<file path="config.mk">
export PLATFORM = sky130hd
export DESIGN_NAME = ped_ctrl
export DESIGN_NICKNAME = d
export VERILOG_FILES = /design/src/rtl/ped_ctrl.sv
export SDC_FILE = /design/constraint.sdc
export NUM_CORES = 1
export LEC_CHECK = 0
export ABC_AREA = 1
export BUFFER_PORTS_ARGS = -buffer_cell sky130_fd_sc_hd__buf_4
export CAP_MARGIN = 20
export CORE_MARGIN = 2
export CORE_UTILIZATION = 30
export DETAILED_ROUTE_END_ITERATION = 6
export PLACE_DENSITY = 0.56
export SKIP_LAST_GASP = 1
export SLEW_MARGIN = 20
export SYNTH_ARGS = -nofsm -noshare
export SYNTH_HDL_FRONTEND = slang
export SYNTH_SLANG_ARGS = --single-unit
</file>
<file path="constraint.sdc">
create_clock -name clk -period 3.25 [get_ports clk]
set_input_delay 0.1625 -clock clk [delete_from_list [all_inputs] [get_ports clk]]
set_output_delay 0.1625 -clock clk [all_outputs]
set_load 0.01 [all_outputs]
</file>
<file path="src/rtl/ped_ctrl.sv">
// ped_ctrl: sequences one channel's pedestal calculator.
// Starts in full-update acquisition, locks into small-signal tracking once
// enough clean updates have been seen, and falls back to acquisition on
// drift, watchdog expiry or a software request. The calculator's inhibit is
// held around trigger activity so pedestal samples are taken only on
// quiet baseline.
//
// Handshake: ped_upd is a one-cycle strobe with no backpressure. It is
// accepted only in a cycle where the registered inhibit output is low;
// strobes seen while inhibit is high are dropped without any side effect.
module ped_ctrl #(
    parameter int ABITS   = 12,
    parameter int ACQWIN  = 4,
    parameter int HOLDOFF = 64,
    parameter int DRIFT   = 8,
    parameter int TMOBITS = 20
) (
    input  logic             clk,
    input  logic             reset_n,
    input  logic             enable,
    input  logic             force_acq,
    input  logic             trig,
    input  logic             ped_upd,
    input  logic [ABITS-1:0] ped_val,
    output logic             mode,
    output logic             inhibit,
    output logic             locked,
    output logic             timeout,
    output logic [1:0]       state
);

    typedef enum logic [1:0] {
        ST_IDLE  = 2'd0,
        ST_ACQ   = 2'd1,
        ST_TRACK = 2'd2
    } state_t;

    localparam logic [15:0]        HOLD_LOAD = 16'(HOLDOFF);
    localparam logic [7:0]         ACQ_LAST  = 8'(ACQWIN - 1);
    localparam logic [ABITS:0]     DRIFT_V   = (ABITS + 1)'(DRIFT);
    // Watchdog fires on the increment that would make the counter all-ones.
    localparam logic [TMOBITS-1:0] WD_LAST   = {{(TMOBITS-1){1'b1}}, 1'b0};
    localparam logic [TMOBITS-1:0] WD_ONE    = {{(TMOBITS-1){1'b0}}, 1'b1};

    state_t             state_q, state_d;
    logic [7:0]         acq_q, acq_d;
    logic [TMOBITS-1:0] wd_q, wd_d;
    logic [15:0]        hold_q, hold_d;
    logic [ABITS-1:0]   last_q, last_d;
    logic               mode_q, mode_d;
    logic               inhibit_q, inhibit_d;
    logic               locked_q, locked_d;
    logic               timeout_q, timeout_d;

    logic               trig_hold;
    logic               upd_acc;
    logic               wd_expire;
    logic [ABITS:0]     pv_ext, pl_ext, ped_diff;
    logic               drift_exc;

    // Trigger holdoff: reloads while trig is high, counts down once it falls.
    assign hold_d    = trig ? HOLD_LOAD : ((hold_q != 16'd0) ? hold_q - 16'd1 : 16'd0);
    assign trig_hold = trig | (hold_q != 16'd0);

    assign upd_acc   = ped_upd & ~inhibit_q;
    assign wd_expire = (state_q != ST_IDLE) & ~inhibit_q & (wd_q == WD_LAST);

    // Absolute step computed one bit wider so the subtraction never wraps.
    assign pv_ext    = {1'b0, ped_val};
    assign pl_ext    = {1'b0, last_q};
    assign ped_diff  = (pv_ext >= pl_ext) ? (pv_ext - pl_ext) : (pl_ext - pv_ext);
    assign drift_exc = (ped_diff > DRIFT_V);

    // Next-state and registered-output logic, priority ordered.
    always_comb begin
        state_d   = state_q;
        acq_d     = acq_q;
        wd_d      = wd_q;
        last_d    = last_q;
        timeout_d = 1'b0;

        case (state_q)
            ST_IDLE: begin
                acq_d = 8'd0;
                wd_d  = '0;
                if (enable) begin
                    state_d = ST_ACQ;
                end
            end
            ST_ACQ, ST_TRACK: begin
                if (!enable) begin
                    state_d = ST_IDLE;
                    acq_d   = 8'd0;
                    wd_d    = '0;
                end else if (force_acq) begin
                    state_d = ST_ACQ;
                    acq_d   = 8'd0;
                    wd_d    = '0;
                end else if (wd_expire) begin
                    state_d   = ST_ACQ;
                    acq_d     = 8'd0;
                    wd_d      = '0;
                    timeout_d = 1'b1;
                end else if (upd_acc) begin
                    wd_d = '0;
                    if (state_q == ST_ACQ) begin
                        acq_d = acq_q + 8'd1;
                        if (acq_q == ACQ_LAST) begin
                            state_d = ST_TRACK;
                            last_d  = ped_val;
                        end
                    end else if (drift_exc) begin
                        state_d = ST_ACQ;
                        acq_d   = 8'd0;
                    end else begin
                        last_d = ped_val;
                    end
                end else if (!inhibit_q) begin
                    wd_d = wd_q + WD_ONE;
                end
            end
            default: begin
                state_d = ST_IDLE;
                acq_d   = 8'd0;
                wd_d    = '0;
            end
        endcase

        mode_d    = (state_d == ST_TRACK);
        locked_d  = (state_d == ST_TRACK);
        inhibit_d = (state_d == ST_IDLE) | trig_hold;
    end

    // State, counters and outputs; synchronous active-low reset.
    always_ff @(posedge clk) begin
        if (!reset_n) begin
            state_q   <= ST_IDLE;
            acq_q     <= 8'd0;
            wd_q      <= '0;
            hold_q    <= 16'd0;
            last_q    <= '0;
            mode_q    <= 1'b0;
            inhibit_q <= 1'b1;
            locked_q  <= 1'b0;
            timeout_q <= 1'b0;
        end else begin
            state_q   <= state_d;
            acq_q     <= acq_d;
            wd_q      <= wd_d;
            hold_q    <= hold_d;
            last_q    <= last_d;
            mode_q    <= mode_d;
            inhibit_q <= inhibit_d;
            locked_q  <= locked_d;
            timeout_q <= timeout_d;
        end
    end

    assign mode    = mode_q;
    assign inhibit = inhibit_q;
    assign locked  = locked_q;
    assign timeout = timeout_q;
    assign state   = state_q;

endmodule

</file>
## Word-level counts from Yosys, hierarchy flattened

Cells that the tools add are included.

| storage, ports and cells | value |
|---|---|
| bits in registers | 61 |
| output and inout bits | 6 |
| logic and storage cells | 65 |

| cells by class | value |
|---|---|
| add/subtract/negate cells | 5 |
| order comparisons | 2 |
| equal/unequal tests | 7 |
| muxes and demuxes | 18 |
| bitwise logic cells | 12 |
| reductions and logical operators | 12 |

Operators with widths:

| kind | count |
|---|---|
| $mux 12 | 3 |
| $sub 12x12->13 | 2 |
| $add 20x1->20 const B | 1 |
| $eq 20x20->1 const B | 1 |
| $mux 2 | 8 |
| $mux 8 | 2 |
| $reduce_bool 16->1 | 1 |
| $sub 16x1->16 const B | 1 |
| $mux 7 | 2 |
| $gt 13x4->1 const B | 1 |
| $mux 13 | 1 |
| $ge 12x12->1 | 1 |
| $add 8x1->8 const B | 1 |
| $eq 8x2->1 const B | 1 |
| $not 1->1 | 7 |
| $reduce_and 7->1 | 1 |
| $reduce_or 6->1 | 1 |
| $reduce_or 5->1 | 1 |
| $eq 2x2->1 const B | 2 |
| $logic_not 2->1 | 2 |
| $ne 2x1->1 const B | 2 |
| $pmux 2 s2 | 1 |
| $reduce_bool 2->1 | 2 |
| $reduce_or 4->1 | 1 |
| other kinds (7) | 10 |

## Depth between registers and ports, before layout

| logic depth | value |
|---|---|
| word-level depth | 12 |
| gate-level depth with buffers | 23 |

## Worst setup path after synthesis

No wires, ideal clock.

| path | value |
|---|---|
| path type | register -> register |
| start point | reg last_q[0] |
| end point | reg last_q[10] |
| setup time | 113 ps |
| arrival | 2274 ps |
| required time | 3137 ps |
| slack | 862 ps |
| cell stages (with the launch flop) | 21 |
| clock period less this slack | 2388 ps |
| path through | dfxtp_1 -> inv_1 -> ha_1 -> fa_1 -> inv_1 -> nand2_1 -> nand2_1 -> nand2_1 -> nand2_1 -> nand2_1 -> nand2_1 -> nand2_1 -> nand2_1 -> nand3_1 -> nor2_2 -> nand3_1 -> o21bai_2 -> nand2_2 -> buf_2 -> o21ai_1 -> nor2_1 |

| on the way | value |
|---|---|
| word-level cells in the longest chain between the ends | 5 |
| elaborated cells between the ends (all ways) | 7 |
| those cells by class | 2 x add/sub; 2 x order compare; 1 x eq/ne; 1 x mux; 1 x reduce/logical |

Ends and longest elaborated chain:

| what | line | RTL |
|---|---|---|
| start: declaration | 49 | `logic [ABITS-1:0] last_q, last_d;` |
| start signal: assignment | 151 | `last_q <= last_d;` |
| $sub 12x12->13 or $ge 12x12->1 (tied branches) | 71 | `assign ped_diff = (pv_ext >= pl_ext) ? (pv_ext - pl_ext) : (pl_ext - pv_ext);` |
| $mux 13 * | 71 |  |
| $gt 13x4->1 * | 72 | `assign drift_exc = (ped_diff > DRIFT_V);` |
| $ne 2x1->1 (no line) * | - |  |
| $reduce_and 7->1 (no line) * | - |  |

Mark *: on every way between the ends. The rest lies on a longest branch, timed or not.
A chain may end at the register's enable or synchronous reset.

## Final worst setup path

| path | value |
|---|---|
| start point | reg last_q[0] |
| end point | reg last_q[4] |

The elaborated chain is that of the path after synthesis.

==> summary.txt <==
Global route
  • Busiest grt layer: met2
  • Gr usage total: 13.4%
  • Vias in the first global route: 3839
  • Grt met3 use: 2.10%
  • Met2 usage: 21.1%
  • Global route overflow: 0
  • Global routing usage on met1: 18.3%
  • Initial antenna violation count: 0
  • Largest net degree at the start of global routing: 20
  • First-pass GRT wire length: 17400 um

Cells and area
  • Nets@finish: 766
  • Inserted Diodes: 0
  • Fraction of layout cells with a size suffix above 1: 8.75%
  • Layout area overhead: 15.0%

Power
  • Leakage: 2.36 nW
  • NetSw: 0.882 mW
  • Pwr/cell area: 528 nW/um^2
  • Peak VDD IR: 0.000526 V
  • Clock Power Share: 36.1%
  • Seq pwr share: 35.0%
  • Internal Power: 1.76 mW
  • Sw frac: 33.4%
  • Logic gate share of total power: 28.9%

Placement
  • Place WS: 373 ps
  • Port Buffer Count: 23
  • Detailed Place HPWL: 8050 um
  • Final GP Congestion: 0.838

Outcome
  • Status: finished, final reports clean

Setup path
  • Critical Path End Type: register
  • Worst Path Required: 3510 ps
  • Crit path max fanout: 13
  • CP Launch Type: register
  • Crit Path Category: reg2reg
  • Arr. time, crit path: 3160 ps

Logic synthesis
  • Most numerous cell in the Yosys netlist: nand2_1
  • Top cell type's share of synthesized area: 28.1%
  • Synth Area per Inst: 6.32 um^2
  • Syn nets: 739
  • Post-synth EDFFs: 0
  • Synth async-reset ratio: 0%
  • Register area share after synthesis: 28.1%
  • Number of synthesized register bits: 61
  • Cell Area, Synth: 4350 um^2
  • Synth Instances: 688
  • Yosys cell types: 40
  • Ranking of synthesized cells by area: dfxtp_1, nand2_1, inv_1
  • Post-synth top flop: dfxtp_1
  • Synth top cells by count: nand2_1, inv_1, nor2_1
  • Ys Warns: 0
  • Largest area contributor in the netlist: dfxtp_1

CTS
  • Post-CTS Setup Inserts: 0
  • H-Tree Depth: 3
  • Clock latency on the worst-skew pair: 330 ps
  • CTS Sinks: 61
  • Clock root cell: clkbuf_16
  • Clock Path Buffers: 2
  • Hold-fix buffers at CTS: 0
  • TritonCTS Buffers: 9
  • Reg clk slew, reported paths: 60 ps
  • CTS tree: built
  • Post_cts resized: 0

STA
  • Setup violators final: 0
  • Tmin final: 2900 ps
  • Fin Setup TNS: 0 ps
  • Final Cycle Share: 89.1%
  • Final Hold Fails: 0
  • Clock Skew: 8.09 ps
  • RSZ-0062 raised after global routing: no
  • Max Fclk: 0.345 GHz
  • Slew headroom: 56.2%
  • Actual slew at the worst max-slew pin: 656 ps
  • Slew Viols, Final: 0
  • Setup ws final: 354 ps

Die
  • Die Ht: 124 um
  • IO Pins: 24
  • Die X: 124 um
  • Row count: 43
  • Initial Utilization: 31.1%
  • Die area: 15500 um^2
  • Core ar.: 14000 um^2

Route
  • Post-DRT Antenna Nets: 0
  • DRT Pass-1 Iters: 4
  • Initial DRC count: 199
  • Drt drc: 0
  • Vias per std cell: 4.47
  • Via count: 4022
  • WL/cell: 11.1 um
  • Final WL: 10000 um

Run
  • Max cap viols: 0

Min path
  • Hold Crit Class: in2reg
[flip-flops by register name, summed over array words and instances (netlist names)]
signal and cells:
state 2, inhibit 1, hold_q 16, wd_q 20, acq_q 8, timeout 1
last_q 12, locked 1
[power by group through the flow]
stage	Sequential (mW)	Clock [mW]	Combinational (mW)
after global placement	0.938	0	0.766
after floorplan	0.925	0	0.622
after global routing	0.937	1.01	0.908
final	0.924	0.951	0.763
after CTS	0.923	0.982	0.771
after detailed placement	0.937	0	0.766
[cells by family after synthesis]
| logic type | Yosys count | synth area share [%] |
|---|---|---|
| xor+xnor | 27 | 5.44 |
| fa+ha+maj | 33 | 9.85 |
| buf+inv | 125 | 11.3 |
| simple gates | 377 | 37.1 |
| flops | 61 | 28.1 |
| compound gates | 65 | 8.21 |
[metrics by stage]
| stage | power [mW] | util [%] | hold slack [ps] | area (um^2) | cells |
|---|---|---|---|---|---|
| after floorplan | 1.55 | - | 239 | 4350 | 688 |
| after global placement | 1.70 | 33.6 | 370 | 4700 | 884 |
| after detailed placement | 1.70 | 33.6 | 374 | 4700 | 884 |
| after CTS | 2.68 | 35.7 | 19.3 | 5000 | 900 |
| after global routing | 2.85 | 35.7 | 21.9 | 5000 | 900 |
| final | 2.64 | 35.7 | 20.0 | 5000 | 900 |
[path summary, 6_finish.rpt]
| path | startpoint | endpoint | slack (ps) | depth (start not counted) |
|---|---|---|---|---|
| worst max-delay path | last_q[0]$_SDFFE_PN0P_ | last_q[4]$_SDFFE_PN0P_ | 350 | 20 |
| worst min-delay path | force_acq | timeout$_SDFF_PP0_ | 20 | 2 |
| worst max register to register | last_q[0]$_SDFFE_PN0P_ | last_q[4]$_SDFFE_PN0P_ | 350 | 20 |
| worst min register to register | hold_q[0]$_SDFF_PP0_ | hold_q[0]$_SDFF_PP0_ | 430 | 1 |
[placed cells by master (no fill, tap or decap), drive strengths merged, types with 2 or more instances in the layout]
| master | n |
|---|---|
| a211oi | 2 |
| a21boi | 2 |
| a21oi | 35 |
| and2 | 2 |
| buf | 23 |
| clkbuf | 10 |
| clkinv | 3 |
| dfxtp | 61 |
| fa | 2 |
| ha | 31 |
| inv | 119 |
| nand2 | 187 |
| nand3 | 49 |
| nand4 | 12 |
| nor2 | 100 |
| nor3 | 14 |
| nor4 | 4 |
| o21ai | 20 |
| o21bai | 3 |
| or2 | 4 |
| xnor2 | 10 |
| xor2 | 17 |
[layer usage]
metal	wire length (um)	share of wire, %
met2	4320	43
met1	5230	52
met4	214	2.1
met3	233	2.3
met5	0	0
[worst max-delay path, stage by stage (launching register included)]
cell and delay (ps):
dfxtp_1 360, inv_1 60, ha_1 200, fa_1 410, inv_1 140, nand2_1 70
nand2_1 120, nand2_1 90, nand2_1 60, nand2_1 50, nand2_1 80, nand2_1 50
nand2_1 70, nand3_1 100, nor2_2 110, nand3_1 120, o21bai_2 150, nand2_2 180
inv_2 240, nor2_1 70, nor2_1 90
[layout make-up]
type | instances | area [um^2]
flip-flops and latches | 61 | 1220
inverters | 118 | 443
repair buffers | 23 | 173
clock buffers | 10 | 239
clock inverters | 6 | 61.3
well taps | 180 | 225
multi-input cells | 502 | 2630
fillers | 1544 | 8990
No activity file was read; power rests on OpenSTA's default activity.
